==> config.mk <==
export PLATFORM = sky130hd
export DESIGN_NAME = clk_div_prog
export DESIGN_NICKNAME = d
export VERILOG_FILES = /design/src/rtl/clk_div_prog.sv
export SDC_FILE = /design/constraint.sdc
export NUM_CORES = 1
export LEC_CHECK = 0
export ABC_CLOCK_PERIOD_IN_PS = 13400
export CORE_ASPECT_RATIO = 0.9
export CORE_MARGIN = 2
export CORE_UTILIZATION = 25
export DETAILED_ROUTE_END_ITERATION = 7
export PLACE_DENSITY_LB_ADDON = 0.25
export SLEW_MARGIN = 20
export SYNTH_ARGS = -nofsm -noshare
export SYNTH_HDL_FRONTEND = slang
export SYNTH_SLANG_ARGS = --single-unit
==> constraint.sdc <==
create_clock -name I_clk -period 13.4 [get_ports I_clk]
set_input_delay 1.34 -clock I_clk [delete_from_list [all_inputs] [get_ports I_clk]]
set_output_delay 1.34 -clock I_clk [all_outputs]
set_load 0.05 [all_outputs]
==> src/rtl/clk_div_prog.sv <==
// rtl/clk_div_prog.sv - runtime-programmable clock divider and period tick generator
//
// Divides I_clk by a divisor loaded at run time. Divisor changes take effect
// only at period boundaries (or at once while disabled), so O_clk_div never
// glitches. Optional programmable duty is compiled in with CLKDIV_DUTY_EN.
//
// Ports:
//   I_clk       in   1      system clock, rising edge
//   I_rst_n     in   1      synchronous active-low reset
//   I_en        in   1      run enable
//   I_div_load  in   1      load strobe, samples I_div_val (and I_duty_val)
//   I_div_val   in   CNT_W  requested divisor, clamped up to DIV_MIN
//   I_duty_val  in   CNT_W  requested high length (CLKDIV_DUTY_EN only)
//   O_clk_div   out  1      divided waveform, registered
//   O_tick      out  1      one-cycle pulse at period start
//   O_div_ack   out  1      one-cycle pulse when a pending divisor took effect
//   O_div_cur   out  CNT_W  divisor currently in use
module clk_div_prog #(
  parameter int CNT_W       = 21,
  parameter int DIV_DEFAULT = 1000,
  parameter int DIV_MIN     = 2
) (
  input  logic             I_clk,
  input  logic             I_rst_n,
  input  logic             I_en,
  input  logic             I_div_load,
  input  logic [CNT_W-1:0] I_div_val,
`ifdef CLKDIV_DUTY_EN
  input  logic [CNT_W-1:0] I_duty_val,
`endif
  output logic             O_clk_div,
  output logic             O_tick,
  output logic             O_div_ack,
  output logic [CNT_W-1:0] O_div_cur
);

  localparam logic [CNT_W-1:0] ONE      = CNT_W'(1);
  localparam logic [CNT_W-1:0] DEF_DIV  = CNT_W'(DIV_DEFAULT);
  localparam logic [CNT_W-1:0] DEF_HIGH = DEF_DIV - (DEF_DIV >> 1);
  localparam logic [CNT_W-1:0] MIN_DIV  = CNT_W'(DIV_MIN);

  logic [CNT_W-1:0] cnt;
  logic [CNT_W-1:0] div_cur;
  logic [CNT_W-1:0] high_len;
  logic [CNT_W-1:0] pend_div;
  logic [CNT_W-1:0] pend_high;
  logic             pend_valid;

  logic [CNT_W-1:0] load_div;
  logic [CNT_W-1:0] load_high;
  logic [CNT_W-1:0] cnt_nxt;
  logic [CNT_W-1:0] div_nxt;
  logic [CNT_W-1:0] high_nxt;
  logic             wrap;
  logic             apply;

  always_comb begin
    load_div = (I_div_val < MIN_DIV) ? MIN_DIV : I_div_val;
`ifdef CLKDIV_DUTY_EN
    // High length is clamped against the already-clamped divisor.
    if (I_duty_val == '0)
      load_high = ONE;
    else if (I_duty_val > load_div - ONE)
      load_high = load_div - ONE;
    else
      load_high = I_duty_val;
`else
    // Odd divisors give the extra cycle to the high phase.
    load_high = load_div - (load_div >> 1);
`endif

    wrap = I_en && (cnt == div_cur - ONE);
    // pend_valid is the registered flag, so a load in the wrap cycle itself
    // waits for the following wrap. While disabled there is no period to
    // protect, so a pending value applies at the next edge.
    apply = pend_valid && (wrap || !I_en);

    div_nxt  = apply ? pend_div  : div_cur;
    high_nxt = apply ? pend_high : high_len;
    cnt_nxt  = (!I_en || wrap) ? '0 : cnt + ONE;
  end

  always_ff @(posedge I_clk) begin
    if (!I_rst_n) begin
      cnt        <= '0;
      div_cur    <= DEF_DIV;
      high_len   <= DEF_HIGH;
      pend_div   <= DEF_DIV;
      pend_high  <= DEF_HIGH;
      pend_valid <= 1'b0;
      O_clk_div  <= 1'b0;
      O_tick     <= 1'b0;
      O_div_ack  <= 1'b0;
    end else begin
      cnt      <= cnt_nxt;
      div_cur  <= div_nxt;
      high_len <= high_nxt;

      // A new load wins over clearing: the newest value stays pending.
      if (I_div_load) begin
        pend_div   <= load_div;
        pend_high  <= load_high;
        pend_valid <= 1'b1;
      end else if (apply) begin
        pend_valid <= 1'b0;
      end

      // Outputs are registered from next-state values so they line up with
      // the counter value of the cycle in which they are seen.
      O_clk_div <= I_en && (cnt_nxt >= div_nxt - high_nxt);
      O_tick    <= wrap;
      O_div_ack <= apply;
    end
  end

  assign O_div_cur = div_cur;

endmodule

Word level (Yosys, flattened, before mapping)

Index checks and enable logic that the tools add are counted.
W data, S select, Z words.

Flip-flop bits (word level): 109
Bits of input ports: 25
Output and inout port bits: 24

Add/sub/neg operators: 4
Magnitude comparators: 2
Eq/ne operators: 1
Multiplexer cells: 6
Reductions and logical operators: 6

Operators with widths:

| kind                    | number |
|---|---|
| $mux W21                | 4 |
| $add A21 B1 Y21 const B | 1 |
| $eq A21 B21 Y1          | 1 |
| $ge A21 B21 Y1          | 1 |
| $lt A21 B2 Y1 const B   | 1 |
| $sub A21 B1 Y21 const B | 1 |
| $sub A21 B20 Y21        | 1 |
| $sub A21 B21 Y21        | 1 |
| $logic_and A1 B1 Y1     | 3 |
| $mux W1                 | 2 |
| $reduce_bool A2 Y1      | 1 |
| $logic_not A1 Y1        | 1 |
| $logic_or A1 B1 Y1      | 1 |

Longest topological paths before layout

Depth in word-level cells: 9
Mapped depth: 30
Depth with buffers taken out: 29

Worst setup path after synthesis

Ideal clock, no wire load.

Path type: register to register
Start: register div_cur[2], in the netlist O_div_cur[2]
End: register O_clk_div
Setup time: 123 ps
Data arrival time: 6361 ps
Required time: 13277 ps
Path slack: 6916 ps
Stages on the path, launching flop included: 28
Path buffers: 3
Period minus slack after synthesis: 6484 ps
Cells stage by stage: dfxtp_1 buf_2 or4_1 clkbuf_1 or4_1 a21oi_1 o22ai_1 or4_4 o31ai_4 nand2_4 buf_6 mux2_4 ha_1 nor2b_1 o21ai_0 a21oi_1 o41a_1 a311oi_1 o21bai_1 a211oi_1 xor2_1 ha_1 a21o_1 a21o_1 a21oi_1 nor2_1 a21oi_1 o21ai_0

Longest elaborated chain between the ends: 9

Ends and longest elaborated chain:

| element                 | line | RTL |
|---|---|---|
| start, declared         | 43   | `logic [CNT_W-1:0] div_cur;` |
| start signal, assigned  | 96   | `div_cur <= div_nxt;` |
| $sub A21 B1 Y21         | 72   | `wrap = I_en && (cnt == div_cur - ONE);` |
| $eq A21 B21 Y1          | 72   |  |
| $logic_and A1 B1 Y1     | 72   |  |
| $logic_or A1 B1 Y1      | 76   | `apply = pend_valid && (wrap \|\| !I_en);` |
| $logic_and A1 B1 Y1     | 76   |  |
| $mux W21 (*)            | 78   | `div_nxt = apply ? pend_div : div_cur;` |
| named net div_nxt[2]    | 52   | `logic [CNT_W-1:0] div_nxt;` |
| $sub A21 B21 Y21 (*)    | 110  | `O_clk_div <= I_en && (cnt_nxt >= div_nxt - high_nxt);` |
| $ge A21 B21 Y1 (*)      | 110  |  |
| $logic_and A1 B1 Y1 (*) | 110  |  |
| end signal, assigned    | 110  |  |
| end, declared           | 31   | `output logic O_clk_div,` |

The timed path passes the listed nets; every way through them passes the cells marked *.
A chain may end at the register's enable or synchronous reset.

Worst setup path after layout

Start: register div_cur[4], in the netlist O_div_cur[4]
End: register O_clk_div

Longest elaborated chain between the ends: 9

Ends and longest elaborated chain:

| element              | line |
|---|---|
| $sub A21 B1 Y21      | 72 |
| $eq A21 B21 Y1       | 72 |
| $logic_and A1 B1 Y1  | 72 |
| $logic_or A1 B1 Y1   | 76 |
| $logic_and A1 B1 Y1  | 76 |
| $mux W21             | 78 |
| named net div_nxt[2] | 52 |
| $sub A21 B21 Y21     | 110 |
| $ge A21 B21 Y1       | 110 |
| $logic_and A1 B1 Y1  | 110 |

The timed path passes the listed nets, and every way through them passes these cells.

==> metrics.yaml <==
status: "finished clean"
cts_made_buffers: 9
clock-root-buffer: "clkbuf_16"
p_per_area_nw_per_um2: 97.9
clock_skew_ns: 0.00738
grt_remaining_overflow: 0
place_inst: 1232
worstPathArrival_ns: 8.20
grt_antenna_before_repair: 0
cts_tree: "yes"
core-area_um2: 28800
r2r_end: "O_clk_div"
clockBufferDepth: 2
timing.rr.start: "O_div_cur[4]"
hold_start: "pend_high[16]"
synth_top_cell_by_area: "dfxtp_1"
post-route-util_pct: 28.9
min_path_type: "flop to flop"
cts.clk_slew.worst_paths_ns: 0.08
wirelength_um: 19300
drive_gt1_share_pct: 5.10
tightestPinTransition_ns: 0.924
ir_worst_vdd_mv: 0.0617
maxCapViolCount: 0
die_h_um: 166
io_pins: 49
clock_latency_ns: 0.36
antenna_cells: 0
grt_pass1_wl_um: 31000
power.leakage_nw: 3.49
wl_per_cell_um: 15.5
hold_depth: 2
ant_nets: 0
die_w_um: 184
gp_congestion: 0.887
p_total_mw: 0.813
netlist_instances: 866
fin_crit_sh_pct: 59.3
rrSetupSlack_ns: 5.45
synth_ff_type: "dfxtp_1"
path_class: "flop to flop"
finalWorstSetupSlack_ns: 5.45
via_per_inst: 4.72
setup_viol: 0
holdBufCountCts: 0
fin_nets: 967
nFillCells: 3131
met3_usage_pct: 2.72
synth_warnings: 0
cts_htree_levels: 3
cp-start-kind: "flop"
use_met2_pct: 20.5
grtUsageTotal_pct: 12.9
final.setup.tns_ns: 0
start_util_pct: 25.3
drtPass1Iterations: 5
grt_start_max_net_pins: 58
clock_sinks: 109
cts_setup_buffers: 0
ys_seq_area_share_pct: 30.0
syn_to_final_growth_pct: 14.2
post-synth-top-area-fraction_pct: 30.0
relSlewSlack_pct: 38.4
dieArea_um2: 30500
drv_slew: 0
max_freq_mhz: 126
vias: 5896
synthesis.nets: 956
drtIter0Drc: 349
synth_enable_flop_cells: 0
ys_ff_latch: 109
required_ns: 13.65
grt.met1_usage_pct: 17.9
r2r_cells: 24
synth_cell_types: 61
ys_top_cells_by_area: "dfxtp_1 (30%), ha_1 (11%), mux2i_1 (7.2%)"
syn_area_per_cell_um2: 8.40
route.detailed.drc: 0
finalHoldViolations: 0
cp_max_fo: 46
period_needed_ns: 7.95
rows: 59
startpoint: "O_div_cur[4]"
syn_area_um2: 7270
grt_pass1_vias: 5616
rsz0062_at_grt: "no"
hpwl_um: 14900
io_buffers: 48
instances_no_fill: 1248
crit_path_end: "O_clk_div"
gr-max-usage-layer: "met2"
place_ws_ns: 5.49
async_reset_ff_share_pct: 0
endpoint_kind: "flop"
post_cts_resized: 0
## layer usage
layer	share of wire (%)	vias to the layer above
met1	48	2757
met2	46	93
li1	-	3035
met5	0	-
met4	1.2	0
met3	4.3	11
## worst min path at each step
stage | slack, ns | to
3_3_place_gp | 0.46 | pend_high[16]
5_1_grt | 0.50 | pend_high[16]
6_report | 0.48 | pend_high[16]
2_1_floorplan | 0.44 | pend_div[3]
4_1_cts | 0.48 | pend_high[16]
3_5_place_dp | 0.47 | pend_high[7]
## power breakdown
part           internal (mW)  total, mW  leakage [nW]  switching (mW)
Combinational         0.0829      0.185          2.45           0.102
Clock                  0.152      0.280         0.144           0.128
Sequential             0.338      0.349         0.889          0.0108
## final cells by class
| cell class | count | area (um2) | area share (%) |
|---|---|---|---|
| clock inverter | 4 | 55.1 | 0.663 |
| sequential | 109 | 2180 | 26.3 |
| inverter | 37 | 139 | 1.67 |
| timing repair buffer | 51 | 498 | 5.99 |
| clock buffer | 12 | 246 | 2.97 |
| multi-input combinational | 669 | 4730 | 56.9 |
| tap | 366 | 458 | 5.51 |
## registers in the layout (all words and copies together) (netlist names)
| register | flops |
|---|---|
| O_tick | 1 |
| high_len | 21 |
| pend_valid | 1 |
| O_div_cur | 21 |
| O_div_ack | 1 |
| cnt | 21 |
| O_clk_div | 1 |
| pend_high | 21 |
| pend_div | 21 |
## kinds of logic after synthesis
logic type / after synthesis / synth area share, %
simple gates: 310 / 20.5
mux: 71 / 10.7
flops: 109 / 30.0
compound gates: 142 / 12.7
xor+xnor: 81 / 9.75
buf+inv: 88 / 4.99
fa+ha+maj: 65 / 11.4
## through the flow
| stage | cell area (um2) | hold WS, ns |
|---|---|---|
| 6_report | 8310 | 0.479 |
| 5_1_grt | 8310 | 0.500 |
| 4_1_cts | 8310 | 0.482 |
| 3_5_place_dp | 8010 | 0.469 |
| 3_3_place_gp | 8010 | 0.465 |
| 2_1_floorplan | 7270 | 0.437 |
## critical path, cell delays in order, from the launching register on
cell and delay (ns):
dfxtp_1 0.41, nor4_1 0.71, nand2_1 0.35, nor4_1 0.33, o221ai_1 0.17, or4_4 0.60
o31ai_4 0.76, nand2_4 0.62, mux2_4 0.49, ha_1 0.33, nor2b_1 0.13, o21ai_0 0.23
a21oi_1 0.14, o41a_1 0.42, a311oi_1 0.44, o21bai_1 0.14, a211oi_1 0.36, xor2_1 0.20
ha_1 0.27, a21o_1 0.16, a21o_1 0.16, a21oi_1 0.13, nor2_1 0.05, a21oi_1 0.11
o21ai_0 0.09
## synthesized netlist by cell type (all sizes together), types with 7 or more instances
cell and n:
nor2 119, a21oi 42, o21a 7, and3 9, ha 63, clkbuf 42
or2 9, o21ai 32, o21bai 8, nand4 12, nand2b 12, dfxtp 109
xnor2 43, buf 9, a21o 11, a211oi 7, mux2i 52, nor4 15
xor2 38, and2 16, inv 36, nand2 57, mux2 19, nor3 15
nand3 23
## layout by cell type (no fill, tap or decap), types with 32 or more instances in the layout
cell	synthesis	final
a21oi_1	42	42
dfxtp_1	109	109
inv_1	36	36
ha_1	63	63
mux2i_1	52	52
nand2_1	56	56
nor2_1	119	119
xor2_1	38	38
xnor2_1	43	43
clkdlybuf4s50_1	0	47
o21ai_0	32	32
Power figures use the tool's default switching activity.
